[src/rtl/mp_addsub_seq_pkg.sv]
// Shared ALU definitions for the multi-precision add/subtract sequencer.
package mp_addsub_seq_pkg;
  localparam int DATA_W = 32;
  localparam logic ALU_OP_ADD = 1'b0;
  localparam logic ALU_OP_SUB = 1'b1;

  typedef enum logic [1:0] {IDLE, RUN, FLUSH, FIN} state_t;
endpackage

[src/rtl/mp_addsub_seq_adder.sv]
// 32-bit ADD/ADCS/SUBS adder: subtract inverts b and forces carry-in to 1.
module ADD_ADCS_SUBS
  import mp_addsub_seq_pkg::*;
(
  input  logic              op,
  input  logic [DATA_W-1:0] a,
  input  logic [DATA_W-1:0] b,
  input  logic              c_in,
  output logic [DATA_W-1:0] s,
  output logic              c_out
);
  logic [DATA_W-1:0] b_eff;
  logic              c_eff;

  assign b_eff = (op == ALU_OP_SUB) ? ~b : b;
  assign c_eff = (op == ALU_OP_SUB) ? 1'b1 : c_in;
  assign {c_out, s} = {1'b0, a} + {1'b0, b_eff} + {{DATA_W{1'b0}}, c_eff};
endmodule

[src/rtl/mp_addsub_seq.sv]
// Multi-precision add/subtract sequencer around one 32-bit adder, LS word first.
// Optional z/v flag logic is built when MPADD_FLAGS_EN is defined.
module mp_addsub_seq
  import mp_addsub_seq_pkg::*;
#(
  parameter int MAX_WORDS = 8,
  parameter int LEN_W     = $clog2(MAX_WORDS + 1)
) (
  input  logic              clk,
  input  logic              rst,
  input  logic              start,
  input  logic [LEN_W-1:0]  len,
  input  logic              op,
  input  logic              c_in,
  input  logic              in_valid,
  output logic              in_ready,
  input  logic [DATA_W-1:0] a_word,
  input  logic [DATA_W-1:0] b_word,
  output logic              out_valid,
  input  logic              out_ready,
  output logic [DATA_W-1:0] s_word,
  output logic              busy,
  output logic              done,
  output logic              c_out,
  output logic              z_flag,
  output logic              v_flag
);
  state_t            state, state_nxt;
  logic [LEN_W-1:0]  len_reg, cnt;
  logic              op_reg, cin_reg, carry_reg;
  logic              hs, first, last;
  logic [DATA_W-1:0] b_inv, add_b, add_s;
  logic              add_op, add_ci, add_co;

  assign hs    = in_valid && in_ready;
  assign first = (cnt == '0);
  assign last  = (cnt == len_reg - LEN_W'(1));
  assign b_inv = op_reg ? ~b_word : b_word;

  // Only word 0 uses the adder's own subtract; later words pre-invert b and chain the carry.
  assign add_op = first ? op_reg  : ALU_OP_ADD;
  assign add_b  = first ? b_word  : b_inv;
  assign add_ci = first ? cin_reg : carry_reg;

  ADD_ADCS_SUBS u_adder (
    .op   (add_op),
    .a    (a_word),
    .b    (add_b),
    .c_in (add_ci),
    .s    (add_s),
    .c_out(add_co)
  );

`ifdef MPADD_FLAGS_EN
  logic z_acc, v_reg;
  always_ff @(posedge clk) begin
    if (rst) begin
      z_acc <= 1'b0;
      v_reg <= 1'b0;
    end else if (state == IDLE && start) begin
      z_acc <= 1'b1;
      v_reg <= 1'b0;
    end else if (hs) begin
      z_acc <= z_acc & (add_s == '0);
      v_reg <= (a_word[DATA_W-1] == b_inv[DATA_W-1]) && (add_s[DATA_W-1] != a_word[DATA_W-1]);
    end
  end
`endif

  always_ff @(posedge clk) begin
    if (rst) state <= IDLE;
    else     state <= state_nxt;
  end

  always_comb begin
    state_nxt = state;
    in_ready  = 1'b0;
    busy      = 1'b0;
    done      = 1'b0;
    c_out     = 1'b0;
    z_flag    = 1'b0;
    v_flag    = 1'b0;
    case (state)
      IDLE: if (start) state_nxt = (len == '0) ? FIN : RUN;
      RUN: begin
        busy     = 1'b1;
        in_ready = !out_valid || out_ready;
        if (in_valid && (!out_valid || out_ready) && last) state_nxt = FLUSH;
      end
      FLUSH: begin
        busy = 1'b1;
        if (!out_valid || out_ready) state_nxt = FIN;
      end
      FIN: begin
        done      = 1'b1;
        c_out     = carry_reg;
`ifdef MPADD_FLAGS_EN
        z_flag    = z_acc;
        v_flag    = v_reg;
`endif
        state_nxt = IDLE;
      end
      default: state_nxt = IDLE;
    endcase
  end

  always_ff @(posedge clk) begin
    if (rst) begin
      len_reg   <= '0;
      op_reg    <= 1'b0;
      cin_reg   <= 1'b0;
      carry_reg <= 1'b0;
      cnt       <= '0;
      out_valid <= 1'b0;
      s_word    <= '0;
    end else begin
      // Preloading the effective carry-in makes a zero-length job report it directly.
      if (state == IDLE && start) begin
        len_reg   <= len;
        op_reg    <= op;
        cin_reg   <= c_in;
        carry_reg <= op ? 1'b1 : c_in;
        cnt       <= '0;
      end
      if (hs) begin
        carry_reg <= add_co;
        cnt       <= cnt + LEN_W'(1);
        s_word    <= add_s;
        out_valid <= 1'b1;
      end else if (out_ready) begin
        out_valid <= 1'b0;
      end
    end
  end
endmodule
[config.mk]
export PLATFORM = sky130hd
export DESIGN_NAME = mp_addsub_seq
export DESIGN_NICKNAME = d
export VERILOG_FILES = /design/src/rtl/mp_addsub_seq_pkg.sv /design/src/rtl/mp_addsub_seq_adder.sv /design/src/rtl/mp_addsub_seq.sv
export SDC_FILE = /design/constraint.sdc
export NUM_CORES = 1
export LEC_CHECK = 0
export ABC_AREA = 1
export CORE_ASPECT_RATIO = 1.25
export CORE_MARGIN = 3
export CORE_UTILIZATION = 52
export CTS_CLUSTER_DIAMETER = 50
export DETAILED_ROUTE_END_ITERATION = 10
export GPL_TIMING_DRIVEN = 0
export PLACE_DENSITY = 0.82
export SETUP_SLACK_MARGIN = 0.3
export SYNTH_ARGS = -nofsm -noshare
export SYNTH_HDL_FRONTEND = slang
export SYNTH_SLANG_ARGS = --single-unit
export TNS_END_PERCENT = 5
[constraint.sdc]
create_clock -name clk -period 3.4 [get_ports clk]
set_clock_uncertainty 0.15 [all_clocks]
set_input_delay 0.68 -clock clk [delete_from_list [all_inputs] [get_ports clk]]
set_output_delay 0.68 -clock clk [all_outputs]
set_load 0.005 [all_outputs]
==> results of run 1 <==
[metrics by stage]
stage          power, mW  cell area (um2)  instances  hold WS [ps]
6_report           3.916             6397       1092         322.5
5_1_grt            4.303             6397       1092         348.7
4_1_cts            3.888             6385       1092         319.0
3_5_place_dp       3.393             6233       1084         309.2
3_3_place_gp       3.352             6233       1084         305.8
2_1_floorplan      2.574             4969        850         297.7
[synth_stat cells (2+ instances only)]
master    number
nor2_2         8
nand3_1       50
nand2_2       13
inv_1        181
nand3b_2       2
nor3_1         6
fa_1           2
o21ai_0       29
nand4_1        6
nand2_1      273
o21bai_1      13
ha_1          39
buf_4          2
dfxtp_1       46
o21a_1        13
o211ai_1       5
nand3_2        2
clkbuf_1       8
and2_1         5
buf_2          7
a21oi_1       31
nor2_1        50
xnor2_1        5
xor2_1        40
inv_2          4
[layout make-up]
cell class / instances / area [um2] / share of cell area [%]
Clock buffer: 6 / 128.9 / 2.014
Multi-Input combinational cell: 602 / 3286 / 51.36
Clock inverter: 2 / 13.76 / 0.2151
Sequential cell: 46 / 925.9 / 14.47
Tap cell: 123 / 153.9 / 2.406
Inverter: 185 / 694.4 / 10.85
Timing Repair Buffer: 111 / 1111 / 17.37
Buffer: 17 / 83.83 / 1.310
[power by group through the flow]
stage          clock network (mW)  registers (mW)  logic (mW)
2_1_floorplan                   0           0.767        1.81
3_3_place_gp                    0           0.773        2.58
3_5_place_dp                    0           0.776        2.62
4_1_cts                     0.484           0.765        2.64
5_1_grt                     0.513           0.784        3.01
6_report                    0.485           0.767        2.66
[what timing repair did]
item	CTS	global route
gates cloned	0	0
endpoints found under the setup margin	12	11
pin swaps	0	1
resized for setup	3	8
hold buffers	0	0
[kinds of logic after synthesis]
| kind of cell | after synthesis |
|---|---|
| and+or+nand+nor | 421 |
| buffers and inverters | 202 |
| AOI/OAI and AO/OA | 93 |
| DFF | 46 |
| xor gates and xnor gates | 45 |
| adders and majority gates | 41 |
| other | 1 |
[routing by layer]
layer / track usage [%] / share of wire, %
met1: 28.65 / 41
met3: 2.683 / 4.0
met4: 8.993 / 3.0
met5: 0 / 0
met2: 48.76 / 52
[critical path: stages]
cell,delay [ps]
clkdlybuf4s50_1,430
xnor2_1,160
fa_2,400
fa_2,370
inv_2,80
nand3_1,80
nand3_2,120
nand2_1,70
nand2_2,100
nand2_1,80
nand3_1,80
nand3_1,100
o211ai_1,100
inv_1,60
[path summary, 6_finish.rpt]
check	from	endpoint	slack (ps)	cells after the start
setup / recovery	b_word[0]	s_word[16]	520	14
hold / removal	s_word[2]	s_word[2]	320	2
setup reg to reg	op_reg	s_word[16]	550	15
hold reg to reg	s_word[2]	s_word[2]	320	2
==> PnR_summary.wiki, run 1 <==
{| class="wikitable"
! Metric !! Value
|-
| Result of the run || complete, no violations
|-
| Post-Synth XOR/XNOR Area || 7.939%
|-
| FFs w/ async S/R, synth || 0%
|-
| Fraction of power consumed by sequential logic || 19.6%
|-
| Switching power summed over all nets || 1.894 mW
|-
| Share of the synthesized area in compound gates (AO/OA/AOI/OAI) || 11.09%
|-
| Endpoint kind of the worst setup timing path || register
|-
| Residual DRC count || 0
|-
| Gp weighted congestion || 1.010
|-
| Setup Total Neg Slack || 0 ps
|-
| Leakage dissipation || 3.600 nW
|-
| Filler Cell Count || 848
|-
| Pin count of the biggest net entering global routing || 15
|-
| Clock root buffer master || clkbuf_16
|-
| Growth of design area from synthesis to finish || 28.86%
|-
| Library cell occupying the most area in the post-synthesis netlist || nand2_1
|-
| Mux share of post-synthesis cell area || 0%
|-
| Synth top area share || 20.64%
|-
| IO Port Bufs || 111
|-
| Utilization of the core after routing || 69.37%
|-
| Count of final setup violators || 0
|-
| Basic-gate share of the synthesized area counting and, or, nand and nor cells || 36.11%
|-
| CTS tree || yes
|-
| Remaining global-route overflow || 0
|-
| Row count || 39
|-
| Most common flop cell mapped by yosys || dfxtp_1
|-
| Post-detailed-route via-to-cell ratio || 4.842
|-
| Mapped Cells || 849
|-
| Hold/Removal Path Class || register to register
|-
| Flip-flop count of the largest register, all copies and words added || 32
|-
| Total routing usage reported by global routing || 25.41%
|-
| Vias after detailed routing || 5,288
|-
| Post-synthesis share of cell area spent on full adders, half adders and majority gates || 10.64%
|-
| Antenna diode instance count || 0
|-
| Final #Nets || 1,084
|-
| Initial core utilization || 53.83%
|-
| Clock transition at the registers of the reported paths || 70 ps
|-
| Max Fclk || 0.3473 GHz
|-
| Average cell area after synthesis || 5.848 um2
|-
| TritonCTS Buffers || 5
|-
| Chip height || 115.2 um
|-
| Final Hold Violating Endpoints || 0
|-
| Required time worst endpoint || 3420 ps
|-
| Wirelength per Cell || 12.41 um
|-
| Worst ir drop on vdd || 0.0003199 V
|-
| Core Area || 9223 um2
|-
| Global-route wire length before repair || 21.96 mm
|-
| Max cap viols || 0
|-
| Shortest period the worst path allows || 2880 ps
|-
| Most common cell after layout, fill and taps aside || nand2_1
|-
| Vias in the first global route || 4,989
|-
| Power per cell area || 612.1 nW/um2
|-
| Arrival time of the worst setup path || 2900 ps
|-
| Num Clock Sinks || 46
|-
| Final HPWL from detailed placement || 11.44 mm
|-
| Drt first pass iters || 4
|-
| Count of pins over their slew limit || 0
|-
| Drt first-iter violations || 270
|-
| Post-synth EDFFs || 0
|-
| Switching Fraction || 48.37%
|-
| Number of setup buffers added after CTS || 0
|-
| Commonest cells after routing, fill and taps aside || nand2_1 (272), inv_1 (180), clkdlybuf4s50_1 (111)
|-
| Slew of the pin with the lowest slew margin || 548.0 ps
|-
| # IOs || 114
|-
| Total detailed-routing wirelength || 13.56 mm
|-
| Main combinational cell family by area after synthesis || simple AND/OR/NAND/NOR gates
|-
| Crit path launch type || input port
|-
| Part of the power in the clock network || 12.4%
|-
| Headroom to the max-slew limit || 63.47%
|-
| Chip width || 93.40 um
|-
| Logic pwr share || 68.0%
|-
| Synth Warn # || 0
|-
| Synthesized area || 4965 um2
|-
| RSZ-0062 raised after global routing || false
|-
| Internal power component || 2.022 mW
|-
| Skew-Pair Late Insertion Delay || 290 ps
|-
| Post-synth cell types || 34
|-
| Residual antenna-violating net count after detailed routing || 0
|-
| Portion of the post-synthesis area used by sequential elements || 18.55%
|-
| Flop and latch count out of synthesis || 46
|-
| Crit path setup slack, layout || 520.3 ps
|-
| Top fanout value on the critical path || 4
|-
| Overall die area || 10,760 um2
|-
| Buffer depth of the longest clock path || 2
|-
| Proportion of layout cells with a drive suffix above 1 || 5.986%
|-
| Main area contributors after synthesis || nand2_1 (21%), dfxtp_1 (19%), inv_1 (14%), ha_1 (9.8%), xor2_1 (7.1%)
|-
| Number of H-tree branching levels || 2
|-
| Antenna violations before repair || 0
|-
| Worst setup slack before clock tree synthesis || 1.670 ps
|-
| Share of the cycle needed by the critical path after routing || 84.70%
|-
| Crit path kind || input port to register
|}
Note: power is estimated with default switching activity, not from simulation.
==> inputs of run 2 (changes only) <==
--- a/config.mk
+++ b/config.mk
@@ -8,11 +8,11 @@
 export ABC_AREA = 1
 export CORE_ASPECT_RATIO = 1.25
 export CORE_MARGIN = 3
-export CORE_UTILIZATION = 52
+export CORE_UTILIZATION = 47
 export CTS_CLUSTER_DIAMETER = 50
 export DETAILED_ROUTE_END_ITERATION = 10
 export GPL_TIMING_DRIVEN = 0
-export PLACE_DENSITY = 0.82
+export PLACE_DENSITY = 0.79
 export SETUP_SLACK_MARGIN = 0.3
 export SYNTH_ARGS = -nofsm -noshare
 export SYNTH_HDL_FRONTEND = slang
==> constraint.sdc (replaced) <==
create_clock -name clk -period 2.4 [get_ports clk]
set_clock_uncertainty 0.15 [all_clocks]
set_input_delay 0.48 -clock clk [delete_from_list [all_inputs] [get_ports clk]]
set_output_delay 0.48 -clock clk [all_outputs]
set_load 0.005 [all_outputs]
==> PnR_summary.wiki, run 2 (same netlist as run 1, synthesis figures left out) <==
{| class="wikitable"
! Metric !! Value
|-
| Total routing usage reported by global routing || 24.19% (was 25.41%)
|-
| List of cells traversed by the critical path || clkdlybuf4s50_1 -> xnor2_1 -> fa_2 -> fa_2 -> inv_2 -> nand3_4 -> nand3_4 -> nand2_2 -> nand2_4 -> nand2_4 -> nand2_2 -> nand2_1 -> nand2_2 -> nand2_2 -> a21oi_2 (was clkdlybuf4s50_1 -> xnor2_1 -> fa_2 -> fa_2 -> inv_2 -> nand3_1 -> nand3_2 -> nand2_1 -> nand2_2 -> nand2_1 -> nand3_1 -> nand3_1 -> o211ai_1 -> inv_1)
|-
| Total Power Consumption || 6.063 mW (was 3.916 mW)
|-
| Placed inst area || 6257 um2 (was 6233 um2)
|-
| Number of H-tree branching levels || 2 (unchanged)
|-
| Total detailed-routing wirelength || 14.66 mm (was 13.56 mm)
|-
| Worst ir drop on vdd || 0.0004679 V (was 0.0003199 V)
|-
| Hold/Removal Path Class || register to register (unchanged)
|-
| Count of pins over their slew limit || 0 (unchanged)
|-
| Buffer depth of the longest clock path || 2 (unchanged)
|-
| Residual DRC count || 0 (unchanged)
|-
| Final Hold Violating Endpoints || 0 (unchanged)
|-
| Final #Nets || 1,097 (was 1,084)
|-
| Wirelength per Cell || 13.19 um (was 12.41 um)
|-
| Utilization of the core after routing || 66.90% (was 69.37%)
|-
| Antenna diode instance count || 0 (unchanged)
|-
| Proportion of layout cells with a drive suffix above 1 || 12.83% (was 5.986%)
|-
| Pin count of the biggest net entering global routing || 16 (was 15)
|-
| RSZ-0062 raised after global routing || true (was false)
|-
| Crit path setup slack, layout || -235.8 ps (was 520.3 ps)
|-
| Drt first-iter violations || 238 (was 270)
|-
| Share of the cycle needed by the critical path after routing || 109.8%
|-
| Setup Total Neg Slack || -3216 ps (was 0 ps)
|-
| Power per cell area || 887.8 nW/um2 (was 612.1 nW/um2)
|-
| # IOs || 114 (unchanged)
|-
| Num Clock Sinks || 46 (unchanged)
|-
| Result of the run || finished with violations (was complete, no violations)
|-
| Endpoint kind of the worst setup timing path || register (unchanged)
|-
| Top fanout value on the critical path || 4 (unchanged)
|-
| IO Port Bufs || 111 (unchanged)
|-
| TritonCTS Buffers || 5 (unchanged)
|-
| Crit path launch type || input port (unchanged)
|-
| Row count || 41 (was 39)
|-
| Growth of design area from synthesis to finish || 37.55% (was 28.86%)
|-
| Commonest cells after routing, fill and taps aside || nand2_1 (254), inv_1 (178), clkdlybuf4s50_1 (109) (was nand2_1 (272), inv_1 (180), clkdlybuf4s50_1 (111))
|-
| Most common cell after layout, fill and taps aside || nand2_1 (unchanged)
|-
| Total non-filler cell area in the finished layout || 6829 um2 (was 6397 um2)
|-
| Initial core utilization || 48.63% (was 53.83%)
|-
| Arrival time of the worst setup path || 2710 ps (was 2900 ps)
|-
| Flip-flop count of the largest register, all copies and words added || 32 (unchanged)
|-
| Shortest period the worst path allows || 2636 ps
|-
| Chip width || 97.93 um (was 93.40 um)
|-
| Residual antenna-violating net count after detailed routing || 0 (unchanged)
|-
| Remaining global-route overflow || 0 (unchanged)
|-
| Required time worst endpoint || 2470 ps (was 3420 ps)
|-
| Failing checks || negative setup slack
|-
| Overall die area || 11,840 um2 (was 10,760 um2)
|-
| Core Area || 10,210 um2 (was 9223 um2)
|-
| Leakage dissipation || 3.751 nW (was 3.600 nW)
|-
| Antenna violations before repair || 0 (unchanged)
|-
| Max Fclk || 0.3794 GHz
|-
| Global-route wire length before repair || 23.59 mm (was 21.96 mm)
|-
| Vias in the first global route || 5,231 (was 4,989)
|-
| Post-detailed-route via-to-cell ratio || 4.928 (was 4.842)
|-
| Max cap viols || 0 (unchanged)
|-
| Gp weighted congestion || 0.9462 (was 1.010)
|-
| Slowest stage delay, CP || 410 ps (was 430 ps)
|-
| Chip height || 120.9 um (was 115.2 um)
|-
| Count of final setup violators || 23 (was 0)
|-
| CTS tree || yes (unchanged)
|-
| Clock root buffer master || clkbuf_16 (unchanged)
|-
| Crit path max-delay cell type || clkdlybuf4s50_1 (unchanged)
|-
| Crit path kind || input port to register (unchanged)
|-
| Skew-Pair Late Insertion Delay || 290 ps (about the same)
|-
| Final HPWL from detailed placement || 11.57 mm (was 11.44 mm)
|-
| Drt first pass iters || 5 (was 4)
|-
| Vias after detailed routing || 5,475 (was 5,288)
|-
| CP bufs+invs || 2 (was 3)
|-
| Library cell appearing most often on the critical path || nand2_2 (was nand3_1)
|-
| Dominant delay contributor by cell family on the critical path || adder cells (unchanged)
|-
| Clock transition at the registers of the reported paths || 70 ps (about the same)
|}
run 2: layer usage:
metal,up-vias,wire length [um],track usage (%)
met5,-,0,0
met4,0,631,10.39
met2,160,7264,43.57
li1,2839,-,-
met1,2434,6096,28.36
met3,42,663,3.508
run 2: report_power, final:
group	switching (mW)	internal (mW)	total, mW
clock	0.296	0.418	0.714
sequential	0.131	0.965	1.10
combinational	2.48	1.77	4.25
run 2: area by class of cell:
cell class | count | area, um2
sequential | 46 | 930.9
timing repair buffer | 124 | 1207
clock buffer | 6 | 138.9
clock inverter | 2 | 16.27
inverter | 185 | 699.4
tap | 129 | 161.4
fill | 903 | 3379
multi-input combinational | 602 | 3548
buffer | 17 | 126.4
run 2: metrics by stage:
step	setup slack, ps	hold WS [ps]	instances
floorplan	-110.7	290.5	850
global placement	-636.8	304.6	1090
detailed placement	-659.0	307.2	1090
CTS	-356.7	314.0	1105
global route	-376.1	332.3	1111
finish	-235.8	315.6	1111
run 2: worst register-to-register path, delay by kind of cell (launching register included):
family	cells	cell delay [ps]
adders and majority gates	2	790
and+or+nand+nor	9	670
buffers and inverters	3	410
DFF	1	310
xor gates and xnor gates	1	150
AOI/OAI and AO/OA	1	100
run 2: what timing repair did:
| action | CTS | global route |
|---|---|---|
| hold buffers | 0 | 0 |
| pin swaps | 27 | 16 |
| setup endpoints to repair | 35 | 36 |
| gates resized for setup | 54 | 38 |
| buffers inserted | 7 | 6 |
| hold endpoints to repair | 0 | 0 |
run 2: path summary, 6_finish.rpt:
path / from / endpoint / slack, ps / depth (start not counted)
worst max-delay path: b_word[0] / carry_reg / -240 / 15
worst min register to register: s_word[2] / s_word[2] / 320 / 2
worst min-delay path: s_word[2] / s_word[2] / 320 / 2
worst max register to register: op_reg / carry_reg / -230 / 16
==> inputs of run 3 (changes only) <==
--- a/config.mk
+++ b/config.mk
@@ -8,11 +8,11 @@
 export ABC_AREA = 1
 export CORE_ASPECT_RATIO = 1.25
 export CORE_MARGIN = 3
-export CORE_UTILIZATION = 47
+export CORE_UTILIZATION = 52
 export CTS_CLUSTER_DIAMETER = 50
 export DETAILED_ROUTE_END_ITERATION = 10
 export GPL_TIMING_DRIVEN = 0
-export PLACE_DENSITY = 0.79
+export PLACE_DENSITY = 0.82
 export SETUP_SLACK_MARGIN = 0.3
 export SYNTH_ARGS = -nofsm -noshare
 export SYNTH_HDL_FRONTEND = slang
==> constraint.sdc (replaced) <==
create_clock -name clk -period 2.5 [get_ports clk]
set_clock_uncertainty 0.15 [all_clocks]
set_input_delay 0.5 -clock clk [delete_from_list [all_inputs] [get_ports clk]]
set_output_delay 0.5 -clock clk [all_outputs]
set_load 0.005 [all_outputs]
==> PnR_summary.wiki, run 3 (same netlist as run 1, synthesis figures left out) <==
{| class="wikitable"
! Metric !! Value
|-
| Dominant delay contributor by cell family on the critical path || adder cells (unchanged)
|-
| Crit path max-delay cell type || clkdlybuf4s50_1 (unchanged)
|-
| Leakage dissipation || 3.755 nW (was 3.751 nW)
|-
| Initial core utilization || 53.83% (was 48.63%)
|-
| CP bufs+invs || 3 (was 2)
|-
| Power per cell area || 858.9 nW/um2 (was 887.8 nW/um2)
|-
| Top fanout value on the critical path || 3 (was 4)
|-
| Hold/Removal Path Class || register to register (unchanged)
|-
| Remaining global-route overflow || 0 (unchanged)
|-
| Growth of design area from synthesis to finish || 36.97% (was 37.55%)
|-
| Worst Hold Depth || 2 (unchanged)
|-
| Core Area || 9223 um2 (was 10,210 um2)
|-
| Filler Cell Count || 753 (was 903)
|-
| Row count || 39 (was 41)
|-
| Count of final setup violators || 19 (was 23)
|-
| Max cap viols || 0 (unchanged)
|-
| Chip height || 115.2 um (was 120.9 um)
|-
| Max Fclk || 0.3813 GHz
|-
| Buffer depth of the longest clock path || 2 (unchanged)
|-
| Uppermost routed layer || met4 (unchanged)
|-
| Number of H-tree branching levels || 2 (unchanged)
|-
| Endpoint kind of the worst setup timing path || register (unchanged)
|-
| Clock transition at the registers of the reported paths || 70 ps (about the same)
|-
| Pin count of the biggest net entering global routing || 15 (was 16)
|-
| Final HPWL from detailed placement || 11.41 mm (was 11.57 mm)
|-
| Utilization of the core after routing || 73.73% (was 66.90%)
|-
| Routed length on met3 || 691 um (was 663 um)
|-
| Reg2Reg Setup Slack || -90 ps (was -230 ps)
|-
| Part of the power in the clock network || 11.2% (was 11.8%)
|-
| Gp weighted congestion || 0.9851 (was 0.9462)
|-
| Total detailed-routing wirelength || 14.61 mm (was 14.66 mm)
|-
| Share of the cycle needed by the critical path after routing || 104.9%
|-
| Worst ir drop on vdd || 0.0004846 V (was 0.0004679 V)
|-
| Post-detailed-route via-to-cell ratio || 5.016 (was 4.928)
|-
| RSZ-0062 raised after global routing || true (unchanged)
|-
| Shortest period the worst path allows || 2623 ps
|-
| Count of pins over their slew limit || 0 (unchanged)
|-
| Residual DRC count || 0 (unchanged)
|-
| Slowest stage delay, CP || 420 ps (was 410 ps)
|-
| R2r worst-path depth || 18 (was 16)
|-
| Failing checks || negative setup slack (unchanged)
|-
| Switching power summed over all nets || 2.828 mW (was 2.905 mW)
|-
| Num Clock Sinks || 46 (unchanged)
|-
| Chip width || 93.40 um (was 97.93 um)
|-
| Final Hold Violating Endpoints || 0 (unchanged)
|-
| Clock root buffer master || clkbuf_16 (unchanged)
|-
| IO Port Bufs || 111 (unchanged)
|-
| Antenna violations before repair || 0 (unchanged)
|-
| List of cells traversed by the critical path || clkdlybuf4s50_1 -> xnor2_1 -> fa_2 -> fa_2 -> inv_2 -> nand2_1 -> nand3b_4 -> nand2_1 -> nand2_2 -> nand2_1 -> nand3_1 -> nand3_1 -> nand2_1 -> inv_1 (was clkdlybuf4s50_1 -> xnor2_1 -> fa_2 -> fa_2 -> inv_2 -> nand3_4 -> nand3_4 -> nand2_2 -> nand2_4 -> nand2_4 -> nand2_2 -> nand2_1 -> nand2_2 -> nand2_2 -> a21oi_2)
|-
| Fraction of power consumed by sequential logic || 17.9% (was 18.1%)
|-
| Crit path setup slack, layout || -122.6 ps (was -235.8 ps)
|-
| Wirelength per Cell || 13.20 um (was 13.19 um)
|-
| Worst setup slack before clock tree synthesis || -556.9 ps (was -659.0 ps)
|-
| Switching Fraction || 48.42% (was 47.92%)
|-
| Reg2reg start || cnt[1] (was op_reg)
|-
| Residual antenna-violating net count after detailed routing || 0 (unchanged)
|-
| Wire length on met2 || 7.324 mm (was 7.264 mm)
|-
| Required time worst endpoint || 2530 ps (was 2470 ps)
|-
| Total routing usage reported by global routing || 26.05% (was 24.19%)
|-
| Final #Nets || 1,099 (was 1,097)
|-
| Result of the run || finished with violations (unchanged)
|-
| Skew-Pair Late Insertion Delay || 290 ps (about the same)
|-
| Drt first pass iters || 5 (unchanged)
|-
| Vias after detailed routing || 5,553 (was 5,475)
|-
| Proportion of layout cells with a drive suffix above 1 || 12.70% (was 12.83%)
|-
| Crit path kind || input port to register (unchanged)
|-
| TritonCTS Buffers || 5 (unchanged)
|-
| Hold Crit Start || s_word[2] (unchanged)
|-
| Flip-flop count of the largest register, all copies and words added || 32 (unchanged)
|-
| Crit path launch type || input port (unchanged)
|-
| # IOs || 114 (unchanged)
|-
| Overall die area || 10,760 um2 (was 11,840 um2)
|-
| Drt first-iter violations || 322 (was 238)
|-
| Internal power component || 3.013 mW (was 3.157 mW)
|-
| Antenna diode instance count || 0 (unchanged)
|-
| Endpoint of the worst hold-timing path || s_word[2] (unchanged)
|-
| Logic pwr share || 70.9% (was 70.1%)
|-
| CTS tree || yes (unchanged)
|-
| Met1 routed wirelength after detailed routing || 5.964 mm (was 6.096 mm)
|-
| Library cell appearing most often on the critical path || nand2_1 (was nand2_2)
|-
| Vias in the first global route || 4,969 (was 5,231)
|-
| Most common cell after layout, fill and taps aside || nand2_1 (unchanged)
|-
| Global-route wire length before repair || 22.64 mm (was 23.59 mm)
|-
| Endpoint of the most critical register-to-register path || s_word[26] (was carry_reg)
|-
| Arrival time of the worst setup path || 2660 ps (was 2710 ps)
|-
| Commonest cells after routing, fill and taps aside || nand2_1 (255), inv_1 (178), clkdlybuf4s50_1 (109) (was nand2_1 (254), inv_1 (178), clkdlybuf4s50_1 (109))
|}
[run 3: cell types whose count changed in the layout (fill, tap and decap cells not counted), sizes merged]
cell / delta
dlymetal6s2s: +1
inv: -1
clkdlybuf4s15: -1
buf: +2
clkinvlp: -1
clkinv: +2
[run 3: repair_timing]
action,in CTS,in global routing
gates resized for setup,45,40
hold buffers,0,0
setup buffers,8,7
pin swaps,22,15
setup endpoints to repair,34,35
[run 3: per-layer routing]
metal,up-vias,track usage [%]
met5,-,0
met4,0,9.775
met3,45,2.814
met2,191,48.57
met1,2477,30.28
li1,2840,-
[run 3: worst max-delay path by stage]
stage | start | end | slack, ps | cells after the start
floorplan | cnt[0] | s_word[16] | -10 | 18
global placement | b_word[0] | s_word[16] | -540 | 14
detailed placement | b_word[0] | carry_reg | -560 | 15
CTS | cnt[1] | carry_reg | -220 | 19
global route | b_word[1] | s_word[25] | -250 | 15
finish | b_word[0] | s_word[26] | -120 | 14
[run 3: power by group through the flow]
stage          clock [mW]  combinational, mW  sequential [mW]
2_1_floorplan           0               2.47             1.04
3_3_place_gp            0               3.54             1.05
3_5_place_dp            0               3.58             1.06
4_1_cts             0.653               3.81             1.04
5_1_grt             0.681               4.58             1.07
6_report            0.654               4.14             1.05
[run 3: worst register-to-register path: cells and delay by family, from the launching register on]
kind | cells | cell delay (ps)
flip-flops | 1 | 360
AND/OR/NAND/NOR | 11 | 860
buffers and inverters | 3 | 150
adder cells (fa/ha/maj) | 3 | 900
AO/OA/AOI/OAI | 1 | 60
[run 3: layout make-up]
type                            instances  area [um2]  share of cell area (%)
Multi-Input combinational cell        602        3530                   51.90
Timing Repair Buffer                  126        1225                   18.01
Sequential cell                        46       928.4                   13.65
Inverter                              185       696.9                   10.25
Tap cell                              123       153.9                   2.263
Clock buffer                            6       128.9                   1.895
Buffer                                 17       123.9                   1.822
Clock inverter                          2       13.76                  0.2024
[run 3: metrics by stage]
step | hold slack, ps | instances | power, mW | cell area, um2 | TNS (ps)
after floorplan | 290.5 | 850 | 3.515 | 4985 | -17.62
after global placement | 307.6 | 1084 | 4.589 | 6250 | -8595
after detailed placement | 309.0 | 1084 | 4.639 | 6250 | -9116
after CTS | 319.1 | 1100 | 5.504 | 6600 | -2122
after global routing | 331.0 | 1107 | 6.327 | 6800 | -3668
final | 318.8 | 1107 | 5.841 | 6800 | -1301
